==> src/rtl/ysyx_22050039_seq_ctrl.sv <==
// Multi-cycle instruction sequencer: fetch -> decode -> execute/memory -> writeback,
// with halt handling, a response watchdog and cycle/instret counters.
`timescale 1ns/1ps
module ysyx_22050039_seq_ctrl #(
    parameter int XLEN    = 64,
    parameter int TO_W    = 8,
    parameter int TIMEOUT = 255
) (
    input  logic            clk,
    input  logic            rst,
    output logic            ifetch_valid,
    input  logic            ifetch_ready,
    input  logic            ifetch_rvalid,
    input  logic            ifetch_err,
    output logic            inst_latch,
    input  logic            dec_is_load,
    input  logic            dec_is_store,
    input  logic            dec_is_muldiv,
    input  logic            dec_reg_wen,
    input  logic            dec_pc_wen,
    input  logic            dec_is_ebreak,
    input  logic            dec_is_invalid,
    output logic            exu_start,
    input  logic            exu_done,
    output logic            lsu_valid,
    output logic            lsu_write,
    input  logic            lsu_ready,
    input  logic            lsu_rvalid,
    input  logic            lsu_err,
    output logic            reg_total_wen,
    output logic            pc_wen,
    output logic            pc_sel_target,
    output logic            halt,
    output logic [1:0]      halt_cause,
    output logic [XLEN-1:0] cycle_cnt,
    output logic [XLEN-1:0] instret_cnt,
    output logic [2:0]      state_o
);

    // Handshakes: a request (ifetch_valid, lsu_valid) is held high until the
    // matching ready is seen at a rising edge; responses are single-cycle pulses
    // that are only honoured in the state waiting for them.
    localparam logic [2:0] S_RST  = 3'd0;
    localparam logic [2:0] S_IF   = 3'd1;
    localparam logic [2:0] S_IW   = 3'd2;
    localparam logic [2:0] S_ID   = 3'd3;
    localparam logic [2:0] S_EX   = 3'd4;
    localparam logic [2:0] S_MEM  = 3'd5;
    localparam logic [2:0] S_WB   = 3'd6;
    localparam logic [2:0] S_HALT = 3'd7;

    localparam logic [1:0] C_RUN     = 2'b00;
    localparam logic [1:0] C_EBREAK  = 2'b01;
    localparam logic [1:0] C_ILLEGAL = 2'b10;
    localparam logic [1:0] C_BUS     = 2'b11;

    logic [2:0]      state_q, state_d;
    logic [TO_W-1:0] wd_q, wd_d;
    logic            req_done_q, req_done_d;
    logic            store_q, store_d;
    logic            reg_wen_q, reg_wen_d;
    logic            pc_tgt_q, pc_tgt_d;
    logic [1:0]      cause_q, cause_d;
    logic [XLEN-1:0] cycle_q, cycle_d;
    logic [XLEN-1:0] instret_q, instret_d;

    logic            wd_expired;
    logic [TO_W-1:0] wd_inc;

    // wd_q counts cycles already spent waiting, so the TIMEOUT-th cycle is the last chance.
    assign wd_expired = (wd_q >= TO_W'(TIMEOUT - 1));
    assign wd_inc     = wd_expired ? wd_q : wd_q + 1'b1;

    always_ff @(posedge clk or negedge rst) begin
        if (!rst) begin
            state_q    <= S_RST;
            wd_q       <= '0;
            req_done_q <= 1'b0;
            store_q    <= 1'b0;
            reg_wen_q  <= 1'b0;
            pc_tgt_q   <= 1'b0;
            cause_q    <= C_RUN;
            cycle_q    <= '0;
            instret_q  <= '0;
        end else begin
            state_q    <= state_d;
            wd_q       <= wd_d;
            req_done_q <= req_done_d;
            store_q    <= store_d;
            reg_wen_q  <= reg_wen_d;
            pc_tgt_q   <= pc_tgt_d;
            cause_q    <= cause_d;
            cycle_q    <= cycle_d;
            instret_q  <= instret_d;
        end
    end

    always_comb begin
        state_d    = state_q;
        wd_d       = wd_q;
        req_done_d = req_done_q;
        store_d    = store_q;
        reg_wen_d  = reg_wen_q;
        pc_tgt_d   = pc_tgt_q;
        cause_d    = cause_q;
        case (state_q)
            S_RST: state_d = S_IF;
            S_IF: begin
                if (ifetch_ready) begin
                    state_d = S_IW;
                    wd_d    = '0;
                end
            end
            S_IW: begin
                if (ifetch_err) begin
                    state_d = S_HALT;
                    cause_d = C_BUS;
                end else if (ifetch_rvalid) begin
                    state_d = S_ID;
                end else if (wd_expired) begin
                    state_d = S_HALT;
                    cause_d = C_BUS;
                end else begin
                    wd_d = wd_inc;
                end
            end
            S_ID: begin
                store_d   = dec_is_store;
                reg_wen_d = dec_reg_wen;
                pc_tgt_d  = dec_pc_wen;
                if (dec_is_invalid) begin
                    state_d = S_HALT;
                    cause_d = C_ILLEGAL;
                end else if (dec_is_ebreak) begin
                    state_d = S_HALT;
                    cause_d = C_EBREAK;
                end else if (dec_is_muldiv) begin
                    state_d = S_EX;
                    wd_d    = '0;
                end else if (dec_is_load || dec_is_store) begin
                    state_d    = S_MEM;
                    wd_d       = '0;
                    req_done_d = 1'b0;
                end else begin
                    state_d = S_WB;
                end
            end
            S_EX: begin
                if (exu_done) begin
                    state_d = S_WB;
                end else if (wd_expired) begin
                    state_d = S_HALT;
                    cause_d = C_BUS;
                end else begin
                    wd_d = wd_inc;
                end
            end
            S_MEM: begin
                if (lsu_err) begin
                    state_d = S_HALT;
                    cause_d = C_BUS;
                end else if ((req_done_q || lsu_ready) && lsu_rvalid) begin
                    state_d = S_WB;
                end else if (!req_done_q && lsu_ready) begin
                    req_done_d = 1'b1;
                    wd_d       = wd_inc;
                end else if (wd_expired) begin
                    state_d = S_HALT;
                    cause_d = C_BUS;
                end else begin
                    wd_d = wd_inc;
                end
            end
            S_WB:    state_d = S_IF;
            default: state_d = S_HALT;
        endcase
    end

    always_comb begin
        cycle_d   = cycle_q;
        instret_d = instret_q;
        if (state_q != S_RST && state_q != S_HALT) begin
            cycle_d = cycle_q + 1'b1;
        end
        if (state_q == S_WB ||
            (state_q == S_ID && dec_is_ebreak && !dec_is_invalid)) begin
            instret_d = instret_q + 1'b1;
        end
    end

    // wd_q is cleared on every EX entry and only grows, so wd_q == 0 marks the first EX cycle.
    always_comb begin
        ifetch_valid  = 1'b0;
        inst_latch    = 1'b0;
        exu_start     = 1'b0;
        lsu_valid     = 1'b0;
        lsu_write     = 1'b0;
        reg_total_wen = 1'b0;
        pc_wen        = 1'b0;
        pc_sel_target = 1'b0;
        case (state_q)
            S_IF: ifetch_valid = 1'b1;
            S_IW: inst_latch   = ifetch_rvalid && !ifetch_err;
            S_EX: exu_start    = (wd_q == '0);
            S_MEM: begin
                lsu_valid = !req_done_q;
                lsu_write = !req_done_q && store_q;
            end
            S_WB: begin
                reg_total_wen = reg_wen_q;
                pc_wen        = 1'b1;
                pc_sel_target = pc_tgt_q;
            end
            default: ;
        endcase
    end

    assign halt        = (state_q == S_HALT);
    assign halt_cause  = cause_q;
    assign cycle_cnt   = cycle_q;
    assign instret_cnt = instret_q;
    assign state_o     = state_q;

    assert property (@(posedge clk) disable iff (!rst)
        $onehot0({inst_latch, exu_start, pc_wen}));
    assert property (@(posedge clk) disable iff (!rst)
        reg_total_wen |-> pc_wen);

endmodule
==> config.mk <==
export PLATFORM = sky130hd
export DESIGN_NAME = ysyx_22050039_seq_ctrl
export DESIGN_NICKNAME = d
export VERILOG_FILES = /design/src/rtl/ysyx_22050039_seq_ctrl.sv
export SDC_FILE = /design/constraint.sdc
export NUM_CORES = 1
export LEC_CHECK = 0
export BUFFER_PORTS_ARGS = -buffer_cell sky130_fd_sc_hd__buf_2
export CORE_MARGIN = 3
export CORE_UTILIZATION = 25
export DETAILED_ROUTE_END_ITERATION = 12
export GPL_TIMING_DRIVEN = 0
export PLACE_DENSITY = 0.44
export SYNTH_ARGS = -nofsm -noshare
export SYNTH_HDL_FRONTEND = slang
export SYNTH_SLANG_ARGS = --single-unit
==> constraint.sdc <==
create_clock -name clk -period 2.2 [get_ports clk]
set_input_delay 0.22 -clock clk [delete_from_list [all_inputs] [get_ports clk]]
set_output_delay 0.22 -clock clk [all_outputs]
set_load 0.05 [all_outputs]
==> out/metrics.yaml, run 1 <==
maxCapViolCount: 0
layout_worst_path_cycle_share_pct: 98.2
synth-compound-area-share_pct: 5.59
design.portCount: 158
timing.max_slew.rel_slack_pct: 65.9
fp-row-count: 62
area_share_of_fa_ha_maj_cells_after_synthesis_pct: 0.855
worstSetupPathType: "reg2reg"
grt_max_degree: 90
number_of_levels_the_h_tree_was_split_into: 4
synth_xor_xnor_area_share_pct: 15.1
critical_path.n_buffers_inverters: 0
grt-ovfl-total: 0
timing.final.hold_violations: 0
critical_path.max_stage_delay_ns: 0.56
grt_antenna_before_repair: 0
final-setup-viol-count: 0
synthesis.yosys.warnings: 0
post-synth-top-count-cell: "sky130_fd_sc_hd__dfrtp_1"
grt_setup_unrepaired: "yes"
worstPathMaxFanout: 5
ys_types: 54
gp_congestion: 0.765
critPathMostFrequentCell: "sky130_fd_sc_hd__or4_4"
muxShareOfSynthArea_pct: 0
ant_nets: 0
placed_area_um2: 8760
initial_core_util_pct: 25.4
detail_route.first_pass.iterations: 4
synth-async-reset-ratio_pct: 100
tightest_slew_ns: 0.510
origin_of_the_worst_min_delay_path: "lsu_ready"
cts_tree: "yes"
grt_util_all_layers_pct: 13.9
final_max_slew_violation_count: 0
layout_min_cycle_time_ns: 2.16
final.setup_skew_ns: 0.0152
timing.critical_path.required_ns: 2.54
cts_sinks: 145
mappedNetlistArea_um2: 7320
flow.area_growth_from_synthesis_pct: 34.9
synth_edf_count: 0
drt_drc_violations_left: 0
ratio_of_cells_with_drive_above_1_in_the_final_layout_pct: 33.5
total_power_mw: 8.90
clock_path_buffers: 2
power.ir.vdd_worst_v: 0.000707
power.density_cell_area_nw_per_um2: 901
diodes: 0
critPathTopFamily: "simple AND/OR/NAND/NOR gates"
post_drt_wl_per_cell_um: 15.9
cp-end-kind: "flip-flop"
grt_first_pass_wirelength_mm: 34.8
violation_count_after_the_first_detailed_routing_iteration: 299
critical-path-slowest-cell: "sky130_fd_sc_hd__or4_4"
dominant_combinational_cell_family_by_area_after_synthesis: "simple AND/OR/NAND/NOR gates"
finalWirelength_mm: 21.5
critical_path.cell_chain: "and3_4, or4_4, or4_4, nor4_4, xor2_1"
synth_ff_type: "sky130_fd_sc_hd__dfrtp_1"
worst_ep_arrival_time_ns: 2.50
status: "completed"
synth_seq_cells: 145
design.die.area_um2: 31400
dp_hpwl_mm: 15.2
synth-seq-area-share_pct: 49.6
floorplan.core_area_um2: 28800
power.static_leakage_nw: 4.67
clockRootBuffer: "sky130_fd_sc_hd__clkbuf_16"
netlist.top_cell.by_area: "sky130_fd_sc_hd__dfrtp_1"
synth_area_per_cell_um2: 9.80
clk_latency_worst_skew_pair_ns: 0.42
layout.cell_area.non_filler_um2: 9870
synth_commonest_cells: "145 x sky130_fd_sc_hd__dfrtp_1, 81 x sky130_fd_sc_hd__nand2_1, 66 x sky130_fd_sc_hd__nor2_1"
critical_path.startpoint_type: "flip-flop"
synthesis.nets: 768
post-synth-top-area-fraction_pct: 49.6
synth_cells: 747
clk_pin_slew_worst_paths_ns: 0.07
worst_setup_path_startpoint: "state_o[2]$_DFFE_PN0P_"
cts_buffers: 17
via_density: 4.63
synth_simple_gate_area_share_pct: 26.3
synthTopCellsByArea: "sky130_fd_sc_hd__dfrtp_1 50%, sky130_fd_sc_hd__xor2_1 7.8%, sky130_fd_sc_hd__xnor2_1 7.3%"
detailroute.via_count: 6241
buffer_ports.inserted: 157
max_freq_mhz: 463
number_of_nets_in_the_finished_design: 973
die_h_um: 177
grt_pass1_vias: 6178
die_w_um: 177
hp-class: "in2reg"
r2r_start: "state_o[2]$_DFFE_PN0P_"
-- power by group --
group | internal, mW | switching [mW]
registers | 2.89 | 0.260
logic | 0.940 | 1.88
clock network | 1.63 | 1.30
total | 5.46 | 3.44
-- placed cells by master (no fill, tap or decap), drive strengths merged, types with 27 or more instances in the layout --
cell type / Yosys / final
nand3: 51 / 51
xor2: 65 / 65
inv: 26 / 29
nand2: 81 / 81
nor2: 66 / 66
nand4: 45 / 45
nor4: 27 / 27
dfrtp: 145 / 145
nor3: 32 / 32
xnor2: 61 / 61
buf: 6 / 195
-- timing repair --
item,CTS,global route
gates resized for setup,27,58
pin swaps,12,14
setup endpoints to repair,101,79
hold buffers,4,0
hold endpoints to repair,59,0
setup buffers,22,10
gates cloned,0,1
-- metrics by stage --
| step | TNS (ns) | util (%) | cells | hold slack (ns) | worst slack, ns |
|---|---|---|---|---|---|
| detailed placement | -24.56 | 30.4 | 1289 | 0.192 | -0.605 |
| global placement | -254.71 | 30.3 | 1288 | 0.415 | -1.85 |
| finish | 0 | 34.3 | 1349 | 0.0775 | 0.0392 |
| global route | -0.117 | 34.3 | 1349 | 0.0671 | -0.0293 |
| floorplan | -3.16 | - | 747 | -0.0756 | -0.306 |
| CTS | -1.36 | 33.4 | 1343 | 0.0479 | -0.160 |
-- layout make-up --
type,count,area [um2]
tap,384,480
multi-input combinational,556,3810
timing repair buffer,194,1140
clock buffer,18,439
buffer,12,87.6
fill,2998,18900
sequential,145,3670
clock inverter,14,149
inverter,26,105
-- kinds of logic after synthesis --
logic type      count (synthesis)
buf+inv                        46
flops                         145
xor+xnor                      126
fa+ha+maj                       5
simple gates                  365
compound gates                 60
-- state kept, by name (all words and copies together) (netlist names) --
signal,cells
req_done_q,1
state_o,3
halt_cause,2
store_q,1
cycle_cnt,64
instret_cnt,64
wd_q,8
reg_wen_q,1
pc_tgt_q,1
-- worst reg2reg max path, cell delays in order (launching register included) --
cell	delay (ns)
sky130_fd_sc_hd__dfrtp_2	0.46
sky130_fd_sc_hd__and3_4	0.20
sky130_fd_sc_hd__or4_4	0.56
sky130_fd_sc_hd__or4_4	0.55
sky130_fd_sc_hd__nor4_4	0.16
sky130_fd_sc_hd__xor2_1	0.17
-- metal layers --
| metal | GRT usage, % | up-vias | share of wire [%] |
|---|---|---|---|
| li1 | - | 3072 | - |
| met1 | 19.3 | 3018 | 48 |
| met2 | 21.5 | 140 | 46 |
| met3 | 3.93 | 11 | 5.5 |
| met4 | 3.31 | 0 | 0.91 |
| met5 | 0 | - | 0 |
-- worst paths after layout --
kind / end / slack [ns] / depth (start not counted)
setup / recovery: cycle_cnt[50]$_DFFE_PN0P_ / 0.04 / 5
hold / removal: req_done_q$_DFFE_PN0P_ / 0.08 / 2
setup reg to reg: cycle_cnt[50]$_DFFE_PN0P_ / 0.04 / 5
hold reg to reg: instret_cnt[63]$_DFFE_PN0P_ / 0.47 / 1
max in group asynchronous: cycle_cnt[1]$_DFFE_PN0P_ / 1.06 / 3
min in group asynchronous: cycle_cnt[60]$_DFFE_PN0P_ / 0.31 / 2
Power figures use the tool's default switching activity.
==> inputs of run 2 (changes only) <==
--- a/config.mk
+++ b/config.mk
@@ -10,7 +10,7 @@
 export CORE_UTILIZATION = 25
 export DETAILED_ROUTE_END_ITERATION = 12
 export GPL_TIMING_DRIVEN = 0
-export PLACE_DENSITY = 0.44
+export PLACE_DENSITY = 0.43
 export SYNTH_ARGS = -nofsm -noshare
 export SYNTH_HDL_FRONTEND = slang
 export SYNTH_SLANG_ARGS = --single-unit
==> constraint.sdc (replaced) <==
create_clock -name clk -period 2 [get_ports clk]
set_input_delay 0.2 -clock clk [delete_from_list [all_inputs] [get_ports clk]]
set_output_delay 0.2 -clock clk [all_outputs]
set_load 0.05 [all_outputs]
==> run 2 against run 1 <==
Compared with the run above:
- the flow now finishes with violations (negative setup slack)
- maximum frequency down 0.29%
- die area unchanged
- hold slack about the same
- global-route usage rose by 0.70 points
- clock skew shrank 0.00085 ns
- wire length is 6.5% higher
- final area increased by 13%
- via count is 4.1% higher
- largest cell class unchanged
- largest power group is now combinational cells
==> out/metrics.yaml, run 2 (synthesized netlist as in run 1, its figures left out) <==
grt_setup_unrepaired: "yes"  # unchanged
timing.final.hold_violations: 0  # unchanged
floorplan.core_area_um2: 28800  # unchanged
whs_endpoint: "req_done_q$_DFFE_PN0P_"  # unchanged
violation_count_after_the_first_detailed_routing_iteration: 315  # was 299
design.die.area_um2: 31400  # unchanged
layout.cells.most_common_list: "149 x sky130_fd_sc_hd__buf_2, 82 x sky130_fd_sc_hd__dfrtp_1, 76 x sky130_fd_sc_hd__nand2_1, 72 x sky130_fd_sc_hd__buf_4, 65 x sky130_fd_sc_hd__xor2_1"  # was 153 x sky130_fd_sc_hd__buf_2, 115 x sky130_fd_sc_hd__dfrtp_1, 81 x sky130_fd_sc_hd__nand2_1, 65 x sky130_fd_sc_hd__xor2_1
fp-row-count: 62  # unchanged
drt_drc_violations_left: 0  # unchanged
final-setup-viol-count: 20  # was 0
timing.max_slew.rel_slack_pct: 60.2  # was 65.9%
final_common_cell: "sky130_fd_sc_hd__buf_2"  # unchanged
ant_nets: 0  # unchanged
post_drt_wl_per_cell_um: 16.2  # was 15.9 um
violations: "negative setup slack"
power.ir.vdd_worst_v: 0.000600  # was 0.000707 V
grt-ovfl-total: 0  # unchanged
clk_pin_slew_worst_paths_ns: 0.07  # about the same
clockRootBuffer: "sky130_fd_sc_hd__clkbuf_16"  # unchanged
final.setup_skew_ns: 0.0143  # was 0.0152 ns
final_max_slew_violation_count: 0  # unchanged
ratio_of_cells_with_drive_above_1_in_the_final_layout_pct: 46.7  # was 33.5%
max_freq_mhz: 461  # was 463 MHz
tightest_slew_ns: 0.597  # was 0.510 ns
placed_area_um2: 8930  # was 8760 um2
grt_first_pass_wirelength_mm: 36.5  # was 34.8 mm
hold_path_depth: 2  # unchanged
path_depth_of_the_worst_reg2reg_path: 6  # was 5
critical_path.startpoint_type: "flip-flop"  # unchanged
worstPathMaxFanout: 5  # unchanged
worst_ep_arrival_time_ns: 2.51  # was 2.50 ns
number_of_nets_in_the_finished_design: 1034  # was 973
layout.filler_cells: 2876  # was 2,998
crit-reg2reg-capture: "cycle_cnt[50]$_DFFE_PN0P_"  # unchanged
worst_setup_slack_for_register_to_register_paths_ns: -0.17  # was 0.04 ns
number_of_levels_the_h_tree_was_split_into: 4  # unchanged
layout_min_cycle_time_ns: 2.17  # was 2.16 ns
place_inst: 1289  # unchanged
dp_hpwl_mm: 15.6  # was 15.2 mm
gp_congestion: 0.779  # was 0.765
detailroute.via_count: 6500  # was 6,241
via_density: 4.61  # was 4.63
cts_tree: "yes"  # unchanged
total_power_mw: 10.6  # was 8.90 mW
diodes: 0  # unchanged
cts_buffers: 17  # unchanged
fin_ws_ns: -0.167  # was 0.0392 ns
grt_max_degree: 109  # was 90
grt_pass1_vias: 6386  # was 6,178
die_w_um: 177  # unchanged
cp-end-kind: "flip-flop"  # unchanged
die_h_um: 177  # unchanged
final_cell_count_no_fill: 1410  # was 1,349
design.portCount: 158  # unchanged
status: "finished with violations"  # was completed
finalWirelength_mm: 22.9  # was 21.5 mm
grt_util_all_layers_pct: 14.6  # was 13.9%
initial_core_util_pct: 25.4  # unchanged
worstSetupPathType: "reg2reg"  # unchanged
grt_antenna_before_repair: 0  # unchanged
power.density_cell_area_nw_per_um2: 953  # was 901 nW/um2
cts_sinks: 145  # unchanged
origin_of_the_worst_min_delay_path: "lsu_ready"  # unchanged
clk_latency_worst_skew_pair_ns: 0.42  # about the same
clock_path_buffers: 2  # unchanged
layout_worst_path_cycle_share_pct: 108  # was 98.2%
layout.cell_area.non_filler_um2: 11100  # was 9870 um2
detail_route.first_pass.iterations: 5  # was 4
timing.critical_path.required_ns: 2.34  # was 2.54 ns
maxCapViolCount: 0  # unchanged
tns_ns: -1.40  # was 0 ns
flow.area_growth_from_synthesis_pct: 52.1  # was 34.9%
buffer_ports.inserted: 157  # unchanged
power.static_leakage_nw: 5.26  # was 4.67 nW
r2r_start: "cycle_cnt[1]$_DFFE_PN0P_"  # was state_o[2]$_DFFE_PN0P_
placement.setup.worst_slack_ns: -0.548  # was -0.605 ns
hp-class: "in2reg"  # unchanged
## run 2: final cells by class
| type | count | area [um2] | area share, % |
|---|---|---|---|
| multi-input combinational | 556 | 4340 | 39.0 |
| sequential | 145 | 3710 | 33.3 |
| timing repair buffer | 254 | 1740 | 15.6 |
| tap | 384 | 480 | 4.32 |
| clock buffer | 17 | 425 | 3.82 |
| buffer | 13 | 196 | 1.76 |
| clock inverter | 15 | 141 | 1.27 |
| inverter | 26 | 105 | 0.944 |
## run 2: power by group
part / internal [mW] / total (mW) / switching (mW)
sequential: 3.19 / 3.48 / 0.285
combinational: 1.62 / 3.96 / 2.34
clock: 1.66 / 3.17 / 1.52
## run 2: layer usage
| layer | part of all wire [%] | track usage [%] | vias to the layer above |
|---|---|---|---|
| li1 | - | - | 3180 |
| met1 | 47 | 20.3 | 3160 |
| met2 | 47 | 23.0 | 141 |
| met3 | 5.3 | 3.28 | 19 |
| met4 | 1.3 | 3.80 | 0 |
| met5 | 0 | 0 | - |
## run 2: repair_timing
item                                    in CTS  in global routing
resized for setup                           97                101
endpoints found under the setup margin     107                106
buffers inserted                            56                 38
hold buffers                                 4                  0
pin swaps                                   34                 47
gates cloned                                 0                  0
endpoints found under the hold margin       40                  0
## run 2: worst max-delay path by stage
stage / from / to / cells after the start
3_3_place_gp: rst / instret_cnt[0]$_DFFE_PN0P_ / 1
3_5_place_dp: cycle_cnt[23]$_DFFE_PN0P_ / cycle_cnt[50]$_DFFE_PN0P_ / 5
6_report: cycle_cnt[1]$_DFFE_PN0P_ / cycle_cnt[50]$_DFFE_PN0P_ / 6
4_1_cts: state_o[1]$_DFFE_PN0P_ / cycle_cnt[50]$_DFFE_PN0P_ / 5
5_1_grt: cycle_cnt[0]$_DFFE_PN0P_ / cycle_cnt[20]$_DFFE_PN0P_ / 7
2_1_floorplan: cycle_cnt[23]$_DFFE_PN0P_ / cycle_cnt[50]$_DFFE_PN0P_ / 5
## run 2: worst max-delay path, stage by stage, from the launching register on
cell	delay [ns]
sky130_fd_sc_hd__dfrtp_2	0.39
sky130_fd_sc_hd__ha_4	0.16
sky130_fd_sc_hd__nand4_1	0.08
sky130_fd_sc_hd__or4_4	0.58
sky130_fd_sc_hd__or4_4	0.56
sky130_fd_sc_hd__nor4_4	0.16
sky130_fd_sc_hd__xor2_1	0.16
## run 2: through the flow
stage	util (%)	hold slack (ns)
floorplan	-	-0.0956
global placement	30.9	0.400
detailed placement	31.0	0.109
CTS	36.1	0.0485
global route	38.7	0.0735
finish	38.7	0.0773
==> inputs of run 3 (changes only) <==
--- a/config.mk
+++ b/config.mk
@@ -10,7 +10,7 @@
 export CORE_UTILIZATION = 25
 export DETAILED_ROUTE_END_ITERATION = 12
 export GPL_TIMING_DRIVEN = 0
-export PLACE_DENSITY = 0.43
+export PLACE_DENSITY_LB_ADDON = 0.12
 export SYNTH_ARGS = -nofsm -noshare
 export SYNTH_HDL_FRONTEND = slang
 export SYNTH_SLANG_ARGS = --single-unit
==> run 3 against run 2 <==
Compared with the run above:
- the run still ends with negative setup slack left
- sequential share of layout area shrank 1.1 points
- via count increased by 2.8%
- count of clock-buffer cells in the layout unchanged
- sequential cell count stayed put
- setup slack worse by 0.010 ns
- global-route usage up 0.29 points
- clock skew down 0.0023 ns
==> out/metrics.yaml, run 3 (synthesized netlist as in run 1, its figures left out) <==
status: "finished with violations"  # unchanged
violations: "negative setup slack"  # unchanged
max_freq_mhz: 459  # was 461 MHz
p_sw_share_pct: 38.2  # was 39.0%
clock_path_buffers: 2  # unchanged
design.die.area_um2: 31400  # unchanged
fin_ws_ns: -0.177  # was -0.167 ns
hp-class: "in2reg"  # unchanged
crit-reg2reg-capture: "cycle_cnt[38]$_DFFE_PN0P_"  # was cycle_cnt[50]$_DFFE_PN0P_
grt_util_all_layers_pct: 14.9  # was 14.6%
worst_ep_arrival_time_ns: 2.48  # was 2.51 ns
power_switching_mw: 4.16  # was 4.14 mW
portion_of_total_power_attributed_to_sequential_cells_pct: 32.2  # was 32.8%
grt_first_pass_wirelength_mm: 37.2  # was 36.5 mm
diodes: 0  # unchanged
total_power_mw: 10.9  # was 10.6 mW
power.density_cell_area_nw_per_um2: 946  # was 953 nW/um2
final_cell_count_no_fill: 1428  # was 1,410
ratio_of_cells_with_drive_above_1_in_the_final_layout_pct: 49.0  # was 46.7%
timing.final.hold_violations: 0  # unchanged
layout_worst_path_cycle_share_pct: 109  # was 108%
post_drt_wl_per_cell_um: 16.3  # was 16.2 um
design.portCount: 158  # unchanged
initial_core_util_pct: 25.4  # unchanged
grt_max_degree: 111  # was 109
clockRootBuffer: "sky130_fd_sc_hd__clkbuf_16"  # unchanged
grt_setup_unrepaired: "yes"  # unchanged
timing.max_slew.rel_slack_pct: 57.6  # was 60.2%
final_common_cell: "sky130_fd_sc_hd__buf_2"  # unchanged
hold_path_depth: 3  # was 2
flow.area_growth_from_synthesis_pct: 57.2  # was 52.1%
path_depth_of_the_worst_reg2reg_path: 5  # was 6
number_of_levels_the_h_tree_was_split_into: 4  # unchanged
number_of_nets_in_the_finished_design: 1052  # was 1,034
via_density: 4.68  # was 4.61
worst_setup_path_endpoint: "cycle_cnt[38]$_DFFE_PN0P_"  # was cycle_cnt[50]$_DFFE_PN0P_
cts_tree: "yes"  # unchanged
detailroute.via_count: 6684  # was 6,500
grt_pass1_vias: 6571  # was 6,386
buffer_ports.inserted: 157  # unchanged
fp-row-count: 62  # unchanged
dp_hpwl_mm: 15.6  # about the same
worstSetupPathType: "reg2reg"  # unchanged
gp_congestion: 0.807  # was 0.779
violation_count_after_the_first_detailed_routing_iteration: 308  # was 315
layout_min_cycle_time_ns: 2.18  # was 2.17 ns
cts_sinks: 145  # unchanged
cp-end-kind: "flip-flop"  # unchanged
worstPathMaxFanout: 5  # unchanged
clk_pin_slew_worst_paths_ns: 0.07  # about the same
final-setup-viol-count: 24  # was 20
power.static_leakage_nw: 5.62  # was 5.26 nW
power_report.internal_total_mw: 6.73  # was 6.47 mW
place_inst: 1289  # unchanged
grt-ovfl-total: 0  # unchanged
maxCapViolCount: 0  # unchanged
power_frac_comb_pct: 36.6  # was 37.3%
die_h_um: 177  # unchanged
worst_setup_path_startpoint: "cycle_cnt[29]$_DFFE_PN0P_"  # was cycle_cnt[1]$_DFFE_PN0P_
finalWirelength_mm: 23.3  # was 22.9 mm
r2r_start: "cycle_cnt[29]$_DFFE_PN0P_"  # was cycle_cnt[1]$_DFFE_PN0P_
tns_ns: -1.14  # was -1.40 ns
grt_antenna_before_repair: 1  # was 0
layout.filler_cells: 2873  # was 2,876
layout.cells.most_common_list: "149 x sky130_fd_sc_hd__buf_2, 87 x sky130_fd_sc_hd__buf_4, 85 x sky130_fd_sc_hd__dfrtp_1, 76 x sky130_fd_sc_hd__nand2_1, 65 x sky130_fd_sc_hd__xor2_1"  # was 149 x sky130_fd_sc_hd__buf_2, 82 x sky130_fd_sc_hd__dfrtp_1, 76 x sky130_fd_sc_hd__nand2_1, 72 x sky130_fd_sc_hd__buf_4, 65 x sky130_fd_sc_hd__xor2_1
critical_path.startpoint_type: "flip-flop"  # unchanged
die_w_um: 177  # unchanged
detail_route.first_pass.iterations: 4  # was 5
timing.critical_path.required_ns: 2.30  # was 2.34 ns
cts_buffers: 17  # unchanged
drt_drc_violations_left: 0  # unchanged
fin_util_pct: 40.0  # was 38.7%
worst_setup_slack_for_register_to_register_paths_ns: -0.18  # was -0.17 ns
tightest_slew_ns: 0.636  # was 0.597 ns
floorplan.core_area_um2: 28800  # unchanged
power.ir.vdd_worst_v: 0.000665  # was 0.000600 V
clkPwrFrac_pct: 31.2  # was 29.9%
ant_nets: 0  # unchanged
clk_latency_worst_skew_pair_ns: 0.42  # about the same
final_max_slew_violation_count: 0  # unchanged
final.setup_skew_ns: 0.0120  # was 0.0143 ns
[run 3: changes by cell type in the layout (fill, tap and decap cells not counted), sizes merged]
cell and delta:
clkinvlp -2, bufinv +2, dlygate4sd3 -1, clkbuf -3, buf +22
[run 3: cell type report]
| class | count | area [um2] | area share (%) |
|---|---|---|---|
| multi-input combinational | 556 | 4560 | 39.6 |
| sequential | 145 | 3700 | 32.2 |
| timing repair buffer | 272 | 1860 | 16.2 |
| tap | 384 | 480 | 4.17 |
| clock buffer | 17 | 425 | 3.70 |
| clock inverter | 15 | 189 | 1.64 |
| buffer | 13 | 188 | 1.63 |
| inverter | 26 | 104 | 0.902 |
[run 3: per-stage QoR]
stage	worst slack, ns	hold slack (ns)	instance area, um2
finish	-0.177	0.0421	11500
global route	-0.229	0.0446	11500
CTS	-0.180	0.0195	10700
detailed placement	-0.645	0.108	8930
global placement	-2.09	0.401	8890
floorplan	-0.506	-0.0956	7630
[run 3: power by group through the flow]
stage / sequential, mW / combinational, mW / clock, mW
after floorplan: 4.07 / 1.57 / 0
after global routing: 3.56 / 4.30 / 3.65
after detailed placement: 3.57 / 2.89 / 0
after global placement: 3.57 / 2.89 / 0
after CTS: 3.49 / 3.47 / 3.51
final: 3.51 / 3.98 / 3.40
[run 3: worst min-delay path by stage]
| stage | start | end |
|---|---|---|
| after global routing | dec_is_store | store_q$_DFFE_PN0P_ |
| after floorplan | rst | cycle_cnt[0]$_DFFE_PN0P_ |
| after global placement | dec_pc_wen | pc_tgt_q$_DFFE_PN0P_ |
| final | dec_is_store | store_q$_DFFE_PN0P_ |
| after CTS | dec_is_store | store_q$_DFFE_PN0P_ |
| after detailed placement | rst | cycle_cnt[18]$_DFFE_PN0P_ |
[run 3: routing by layer]
metal  wire length [um]  up-vias  global-route usage, %
met5                 13        -                      0
met4                357        2                   4.03
met3               1240       27                   3.78
met2              10700      156                   23.1
met1              11000     3277                   20.7
li1                   -     3222                      -
[run 3: repair_timing]
item                                    CTS  global route
setup buffers                            67            43
hold endpoints to repair                 37             0
endpoints found under the setup margin  107           105
hold buffers                              3             0
resized for setup                       121           118
gates cloned                              2             1
pin swaps                                56            52
[run 3: critical path, stage by stage (launching register included)]
cell                      delay (ns)
sky130_fd_sc_hd__dfrtp_1        0.44
sky130_fd_sc_hd__nand3_2        0.21
sky130_fd_sc_hd__or4_4          0.59
sky130_fd_sc_hd__or4_4          0.54
sky130_fd_sc_hd__buf_4          0.17
sky130_fd_sc_hd__xnor2_2        0.11
